**src/rtl/regfile_mp_if.sv**
```systemverilog
// Register-file port bundle: read ports, two write ports and busy-set, sized by the register-file parameters.
// master drives addresses/writes; slave returns read data and busy flags combinationally.
interface regfile_mp_if #(
    parameter int DATA_W = 32,
    parameter int ADDR_W = 5,
    parameter int N_READ = 2
);
    logic [N_READ*ADDR_W-1:0] read_reg;
    logic [N_READ*DATA_W-1:0] read_data;
    logic [N_READ-1:0]        read_busy;
    logic                     RegWrite0;
    logic [ADDR_W-1:0]        write_reg0;
    logic [DATA_W-1:0]        write_data0;
    logic                     RegWrite1;
    logic [ADDR_W-1:0]        write_reg1;
    logic [DATA_W-1:0]        write_data1;
    logic                     busy_set;
    logic [ADDR_W-1:0]        busy_reg;

    modport master (
        output read_reg, RegWrite0, write_reg0, write_data0,
               RegWrite1, write_reg1, write_data1, busy_set, busy_reg,
        input  read_data, read_busy
    );

    modport slave (
        input  read_reg, RegWrite0, write_reg0, write_data0,
               RegWrite1, write_reg1, write_data1, busy_set, busy_reg,
        output read_data, read_busy
    );
endinterface

```
**src/rtl/regfile_mp.sv**
```systemverilog
// Multi-port register file with per-register busy scoreboard; port 1 wins write collisions.
// Reads are 0-cycle combinational (optional write bypass); writes/busy take effect next cycle; no backpressure.
module regfile_mp #(
    parameter int DATA_W   = 32,
    parameter int ADDR_W   = 5,
    parameter int N_READ   = 2,
    parameter int ZERO_REG = 1,
    parameter int BYPASS   = 1
) (
    input  logic         clk,
    input  logic         reset,
    regfile_mp_if.slave  bus
);
    localparam int DEPTH = 2**ADDR_W;

    logic [DATA_W-1:0] regs [DEPTH];
    logic [DEPTH-1:0]  busy;
    logic [DEPTH-1:0]  busy_nxt;
    logic              wr0_en;
    logic              wr1_en;
    logic              set_en;

    assign wr0_en = bus.RegWrite0 && !(ZERO_REG != 0 && bus.write_reg0 == '0);
    assign wr1_en = bus.RegWrite1 && !(ZERO_REG != 0 && bus.write_reg1 == '0);
    assign set_en = bus.busy_set  && !(ZERO_REG != 0 && bus.busy_reg   == '0);

    // A new producer issued in the same cycle as a retiring write keeps the register busy.
    always_comb begin
        busy_nxt = busy;
        if (wr0_en) busy_nxt[bus.write_reg0] = 1'b0;
        if (wr1_en) busy_nxt[bus.write_reg1] = 1'b0;
        if (set_en) busy_nxt[bus.busy_reg]   = 1'b1;
    end

    always_ff @(posedge clk) begin
        if (reset) begin
            for (int i = 0; i < DEPTH; i++) regs[i] <= '0;
            busy <= '0;
        end else begin
            if (wr0_en) regs[bus.write_reg0] <= bus.write_data0;
            if (wr1_en) regs[bus.write_reg1] <= bus.write_data1;
            busy <= busy_nxt;
        end
    end

    logic [N_READ*DATA_W-1:0] rdata;
    logic [N_READ-1:0]        rbusy;
    logic [ADDR_W-1:0]        addr;
    logic [DATA_W-1:0]        d;
    logic                     b;
    logic                     set_hit;

    // Stored path is masked during reset; the bypass path is not, so a write in the reset cycle still forwards.
    always_comb begin
        rdata   = '0;
        rbusy   = '0;
        addr    = '0;
        d       = '0;
        b       = 1'b0;
        set_hit = 1'b0;
        for (int k = 0; k < N_READ; k++) begin
            addr    = bus.read_reg[k*ADDR_W +: ADDR_W];
            d       = reset ? '0 : regs[addr];
            b       = reset ? 1'b0 : busy[addr];
            set_hit = bus.busy_set && (bus.busy_reg == addr);
            if (BYPASS != 0) begin
                if (bus.RegWrite1 && bus.write_reg1 == addr) begin
                    d = bus.write_data1;
                    if (!set_hit) b = 1'b0;
                end else if (bus.RegWrite0 && bus.write_reg0 == addr) begin
                    d = bus.write_data0;
                    if (!set_hit) b = 1'b0;
                end
            end
            if (ZERO_REG != 0 && addr == '0) begin
                d = '0;
                b = 1'b0;
            end
            rdata[k*DATA_W +: DATA_W] = d;
            rbusy[k]                  = b;
        end
    end

    assign bus.read_data = rdata;
    assign bus.read_busy = rbusy;
endmodule

```
**src/flat_wrapper.sv**
```systemverilog
// flat-port wrapper written by rule: the top's interface ports become plain ports
module regfile_mp_flat 
#(
    parameter int DATA_W   = 32,
    parameter int ADDR_W   = 5,
    parameter int N_READ   = 2,
    parameter int ZERO_REG = 1,
    parameter int BYPASS   = 1
)
  (clk, reset, bus_read_reg, bus_RegWrite0, bus_write_reg0, bus_write_data0, bus_RegWrite1, bus_write_reg1, bus_write_data1, bus_busy_set, bus_busy_reg, bus_read_data, bus_read_busy);
  regfile_mp_if #(.DATA_W(DATA_W), .ADDR_W(ADDR_W), .N_READ(N_READ)) bus_i ();
  input  logic clk;
  input  logic reset;
  input wire logic [$bits(bus_i.read_reg)-1:0] bus_read_reg;
  input wire logic [$bits(bus_i.RegWrite0)-1:0] bus_RegWrite0;
  input wire logic [$bits(bus_i.write_reg0)-1:0] bus_write_reg0;
  input wire logic [$bits(bus_i.write_data0)-1:0] bus_write_data0;
  input wire logic [$bits(bus_i.RegWrite1)-1:0] bus_RegWrite1;
  input wire logic [$bits(bus_i.write_reg1)-1:0] bus_write_reg1;
  input wire logic [$bits(bus_i.write_data1)-1:0] bus_write_data1;
  input wire logic [$bits(bus_i.busy_set)-1:0] bus_busy_set;
  input wire logic [$bits(bus_i.busy_reg)-1:0] bus_busy_reg;
  output wire logic [$bits(bus_i.read_data)-1:0] bus_read_data;
  output wire logic [$bits(bus_i.read_busy)-1:0] bus_read_busy;
  assign bus_i.read_reg = bus_read_reg;
  assign bus_i.RegWrite0 = bus_RegWrite0;
  assign bus_i.write_reg0 = bus_write_reg0;
  assign bus_i.write_data0 = bus_write_data0;
  assign bus_i.RegWrite1 = bus_RegWrite1;
  assign bus_i.write_reg1 = bus_write_reg1;
  assign bus_i.write_data1 = bus_write_data1;
  assign bus_i.busy_set = bus_busy_set;
  assign bus_i.busy_reg = bus_busy_reg;
  assign bus_read_data = bus_i.read_data;
  assign bus_read_busy = bus_i.read_busy;
  regfile_mp #(.DATA_W(DATA_W), .ADDR_W(ADDR_W), .N_READ(N_READ), .ZERO_REG(ZERO_REG), .BYPASS(BYPASS)) u_core (.clk(clk), .reset(reset), .bus(bus_i));
endmodule
```
**config.mk**
```make
export PLATFORM = sky130hd
export DESIGN_NAME = regfile_mp_flat
export DESIGN_NICKNAME = d
export VERILOG_FILES = /design/src/rtl/regfile_mp_if.sv /design/src/rtl/regfile_mp.sv /design/src/flat_wrapper.sv
export SDC_FILE = /design/constraint.sdc
export NUM_CORES = 2
export LEC_CHECK = 0
export BUFFER_PORTS_ARGS = -buffer_cell sky130_fd_sc_hd__buf_2
export CAP_MARGIN = 0
export CORE_MARGIN = 8
export CORE_UTILIZATION = 35
export CTS_CLUSTER_DIAMETER = 80
export DETAILED_ROUTE_END_ITERATION = 8
export PLACE_DENSITY = 0.49
export SYNTH_ARGS = -nofsm -noshare
export SYNTH_HDL_FRONTEND = slang
export SYNTH_SLANG_ARGS = --single-unit
export TNS_END_PERCENT = 30
```
**constraint.sdc**
```tcl
create_clock -name clk -period 5.5 [get_ports clk]
set_input_delay 0.825 -clock clk [delete_from_list [all_inputs] [get_ports clk]]
set_output_delay 0.825 -clock clk [all_outputs]
set_load 0.02 [all_outputs]
```
# ---- Word-level counts from Yosys, hierarchy flattened
# Memories as Yosys holds them, arrays and structs flattened.
# Index checks and enable logic that the tools add are counted.
dict set report totals {
  word_cells 88
  register_bits 32
  n_memories 1
  in_bits 94
  ramBits 1024
}
# name words width rd rd_clocked_by_memory_dff write_ports line_no
set memory_table {}
lappend memory_table {u_core.regs 32 32 2 0 32 regfile_mp.sv:16} ;# logic [DATA_W-1:0] regs [DEPTH];
dict set report op_classes {
  n_bitwise 5
  muxes 45
  n_eq_ne 6
  reduce_logical 22
  order_cmp 8
}
# operator n
set ops {}
lappend ops {{2-to-1 mux 32 bit} 13}
lappend ops {{bitwise AND 32 bit} 2}
lappend ops {{inverter 32 bit} 2}
lappend ops {{OR reduction 32 bit} 2}
lappend ops {{bitwise OR 32 bit} 1}
lappend ops {{equality test 5 bit} 6}
lappend ops {{< comparator 5 x 6 -> 1 bit, second input constant} 5}
lappend ops {{zero test 5 bit} 5}
lappend ops {{2-to-1 mux 1 bit} 25}
lappend ops {{demux 1 bit (select 5 bit)} 3}
lappend ops {{>= comparator 5 x 1 -> 1 bit, second input constant} 3}
lappend ops {{logical AND 1 bit} 12}
lappend ops {{binary-select mux 1 bit (select 5 bit)} 2}
lappend ops {{2-to-1 mux 5 bit} 2}
lappend ops {{zero test 1 bit} 3}

# ---- Logic depth before layout (Yosys ltp)
dict set report depth {
  ltp_word 11
  depth_mapped 10
}

# ---- Worst setup path after synthesis
# OpenSTA, ideal clock, no wires.
dict set report synth_path {
  path_kind {input -> register}
  start {in bus_write_reg0[1]}
  end {mem u_core.regs[25][0] (enable)}
  arrival_ns 3.851
  required_ns 5.034
  setup_slack_ns 1.184
  stages 5
  n_path_buf 2
  setup_ns 0.466
  path_cell_list {buf_2 -> and2b_1 -> nand2_1 -> clkbuf_1 -> o21ai_0}
}
# element line_no
set synth_lines {}
lappend synth_lines {{start: declaration} flat_wrapper.sv:16} ;# input wire logic [$bits(bus_i.write_reg0)-1:0] bus_write_reg0;
lappend synth_lines {{end: declaration} regfile_mp.sv:16}

# ---- Worst setup path in the final report
dict set report layout_path {
  start {in bus_read_reg[6]}
  end {out bus_read_data[32]}
}
dict set report layout_between {
  elab_chain_cells 5
  word_cells_on_any_way 10
  cone_classes {2 x eq/ne; 4 x mux; 3 x reduce/logical; 1 x memory}
}
# element line_no
set layout_lines {}
lappend layout_lines {{start: declaration} flat_wrapper.sv:14} ;# input wire logic [$bits(bus_i.read_reg)-1:0] bus_read_reg;
lappend layout_lines {{memory read (32 x 32 bit) or equality test 5 bit (tied branches)} --}
lappend layout_lines {{2-to-1 mux 32 bit or logical AND 1 bit (tied branches)} {regfile_mp.sv:63, regfile_mp.sv:70}}
lappend layout_lines {{2-to-1 mux 32 bit} regfile_mp.sv:70} ;# end else if (bus.RegWrite0 && bus.write_reg0 == addr) begin
lappend layout_lines {{2-to-1 mux 32 bit} regfile_mp.sv:67} ;# if (bus.RegWrite1 && bus.write_reg1 == addr) begin
lappend layout_lines {{2-to-1 mux 32 bit *} regfile_mp.sv:75} ;# if (ZERO_REG != 0 && addr == '0) begin
lappend layout_lines {{end: declaration} flat_wrapper.sv:23} ;# output wire logic [$bits(bus_i.read_data)-1:0] bus_read_data;
# Every way passes the cells marked *; elsewhere a longest branch is shown, timed or not.

==> metrics <==
status finished clean; # nets final about 4300; vias in the first global route 46310; initial antenna violation count 27; gr usage total 29.0%; prevailing post-synth register cell edfxtp_1; crit end category output pin; die footprint around 190000 sq um; largest net degree at the start of global routing 106; Final Cell Area between 60000 and 70000 sq um; CTS tree built; Post-CTS Resized 0; Leak between 20 and 25 nW; MaxCap Viol Count 0; Net Sw Power a little under 6 mW; internal power 15.1 mW; met3 WL post-DR between 30000 and 40000 microns; H-tree depth 4; Finished Layout Cells about 6700; drt pass-1 iters 6; Post-Syn Instances approximately 4300; clk_skew 0 ps; ys async rst share 0%; syn avg cell area around 14 sq um; RSZ-0062 raised after global routing no; post-synthesis cell area just over 60000 sq um; hold wc startpoint bus_busy_reg[3]; hold path depth 3; Final Hold Vio Count 0; vias per cell between 7 and 8; critical path class in2out; Multi-input gate area approximately 28000 sq um; Syn. warnings 0; pwr/cell area a little over 300 nW/um^2; initial core utilization 35.1%; actual slew at the worst max-slew pin about 1300 ps; die height between 400 and 500 microns; startpoint types primary input; Top Ports 160; layout cells sized above 1 between 20 and 30%; sequential share of power 45.7%; reg2reg path depth 2; Final Cycle Share 84.7%; Hold Path Class in2reg; min cycle time layout ~4700 ps; # fillers approximately 16000; Clock Latency Late Sink ~790 ps; grt total ovfl 0; Critical Path Start bus_read_reg[6]; port bufs ~160; CTS sink count between 1000 and 1500; cts hold-fix bufs 0; DR WL met2 around 130000 microns; count of final setup violators 0; row count around 150; Die X about 440 microns; first-pass GRT wire length ~400000 microns; critical path arrival roughly 3800 ps; worst-path maximum fanout 23; worst vdd ir 0.279 mV; RR Startpoint u_core.busy[21]; DP HPWL 169000 microns; Routed WL roughly 290000 microns; placed cell area about 65000 sq um; Yosys reg bits 1056; register area between 30000 and 40000 sq um; cell total after placement between 6000 and 7000; DR top layer met5; gpl congestion roughly 0.87; Switching Fraction approximately 28%; Crit path required time approximately 4700 ps; setup tns final 0 ps; M1 wire length 112000 microns; setup bufs post-CTS 0; Max Fclk around 210 MHz; Routed Antenna Nets 0; Initial DRC Count a little over 7000; unique cell type count in the Yosys netlist 53; Placeable Area 176000 sq um; Slew Viols, Final 0; CTS Root Cell clkbuf_16; Clock Tree Buf Depth 3; DR DRC count 0; clock share of power 39.9%; routed length per instance 43.2 microns; CTS clock-pin slew for the worst setup and hold paths around 50 ps; Layout area overhead 12.4%; number of synthesized flops with an enable pin ~1000; max_slew headroom between 10% and 20%; Gate power share roughly 14%; total CTS buffers 132; max FFs per register a little over 1000; sequential share of the synthesized area roughly half; Vias 47325
==> metrics by stage <==
stage	power, mW	util (%)	worst slack [ps]	hold slack (ps)
after floorplan	11.4	-	1180	440
after global placement	12.6	37.1	859	465
after detailed placement	12.7	37.1	818	476
after CTS	20.9	39.4	807	399
after global routing	21.4	39.4	774	450
final	20.9	39.4	842	455
==> cell usage in the layout, fill, tap and decap left out, types with 23 or more instances in the layout <==
cell type,instances
a21oi_1,79
a22o_1,992
a22oi_1,259
a31oi_1,66
buf_2,154
buf_4,211
clkbuf_1,41
clkbuf_16,135
clkinv_1,23
conb_1,32
dfxtp_1,32
edfxtp_1,1024
mux4_2,532
nand2_1,156
nand3_1,137
nor2_1,48
nor3_2,27
o21ai_0,73
==> path summary, 6_finish.rpt <==
check                                    endpoint  slack [ps]
worst max-delay path            bus_read_data[32]         840
worst min register to register    u_core.busy[18]         480
worst max register to register    u_core.busy[21]        4620
worst min-delay path              u_core.busy[29]         450
==> power by group through the flow <==
stage / combinational, mW / clock (mW) / sequential, mW
5_1_grt: 3.08 / 8.69 / 9.62
3_5_place_dp: 2.95 / 0 / 9.72
2_1_floorplan: 1.81 / 0 / 9.64
3_3_place_gp: 2.94 / 0 / 9.69
4_1_cts: 2.95 / 8.42 / 9.56
6_report: 3.01 / 8.36 / 9.57
==> Yosys cell counts (30+ instances only) <==
cell type	number	share of area, %
buf_2	174	1.4
o21ai_0	74	0.60
buf_4	38	0.46
nand2_1	163	0.99
a21oi_1	79	0.64
a22oi_1	259	3.2
nand3_1	139	1.1
edfxtp_1	1024	50
a31oi_1	66	0.67
dfxtp_1	32	1.0
buf_6	30	0.55
clkbuf_1	393	2.4
o221ai_1	32	0.46
nor3_1	34	0.28
nor2_1	62	0.38
mux4_2	532	19
a22o_1	992	14
clkbuf_2	34	0.28
==> logic make-up after synthesis <==
| kind of cell | after synthesis | share of synthesized area, % |
|---|---|---|
| AOI/OAI and AO/OA | 1517 | 19.8 |
| xor gates and xnor gates | 30 | 0.427 |
| buffers and inverters | 706 | 5.32 |
| other | 1 | 0.00609 |
| and+or+nand+nor | 484 | 3.94 |
| muxes | 534 | 19.5 |
| DFF | 1056 | 51.0 |
==> routing by layer <==
layer  vias up  global-route usage, %
li1      17988                      -
met1     24889                   38.9
met2      3619                   42.9
met3       817                   7.76
met4        12                   15.4
met5         -                  0.579
==> worst max-delay path, cell delays in order <==
cell     delay, ps
buf_2          450
and2_4         650
buf_4          440
a22oi_1        160
nand2_1        130
nand3_1        140
a31oi_1        530
buf_4          240
buf_2          170
==> cell type report <==
| type | count | share of cell area, % |
|---|---|---|
| Inverter | 14 | 0.0759 |
| Clock buffer | 176 | 5.10 |
| Timing Repair Buffer | 393 | 4.16 |
| Sequential cell | 1056 | 45.4 |
| Clock inverter | 63 | 0.667 |
| Tap cell | 2340 | 4.23 |
| Multi-Input combinational cell | 2597 | 40.4 |
| Antenna cell | 11 | 0.0398 |
Note: power is estimated with default switching activity, not from simulation.
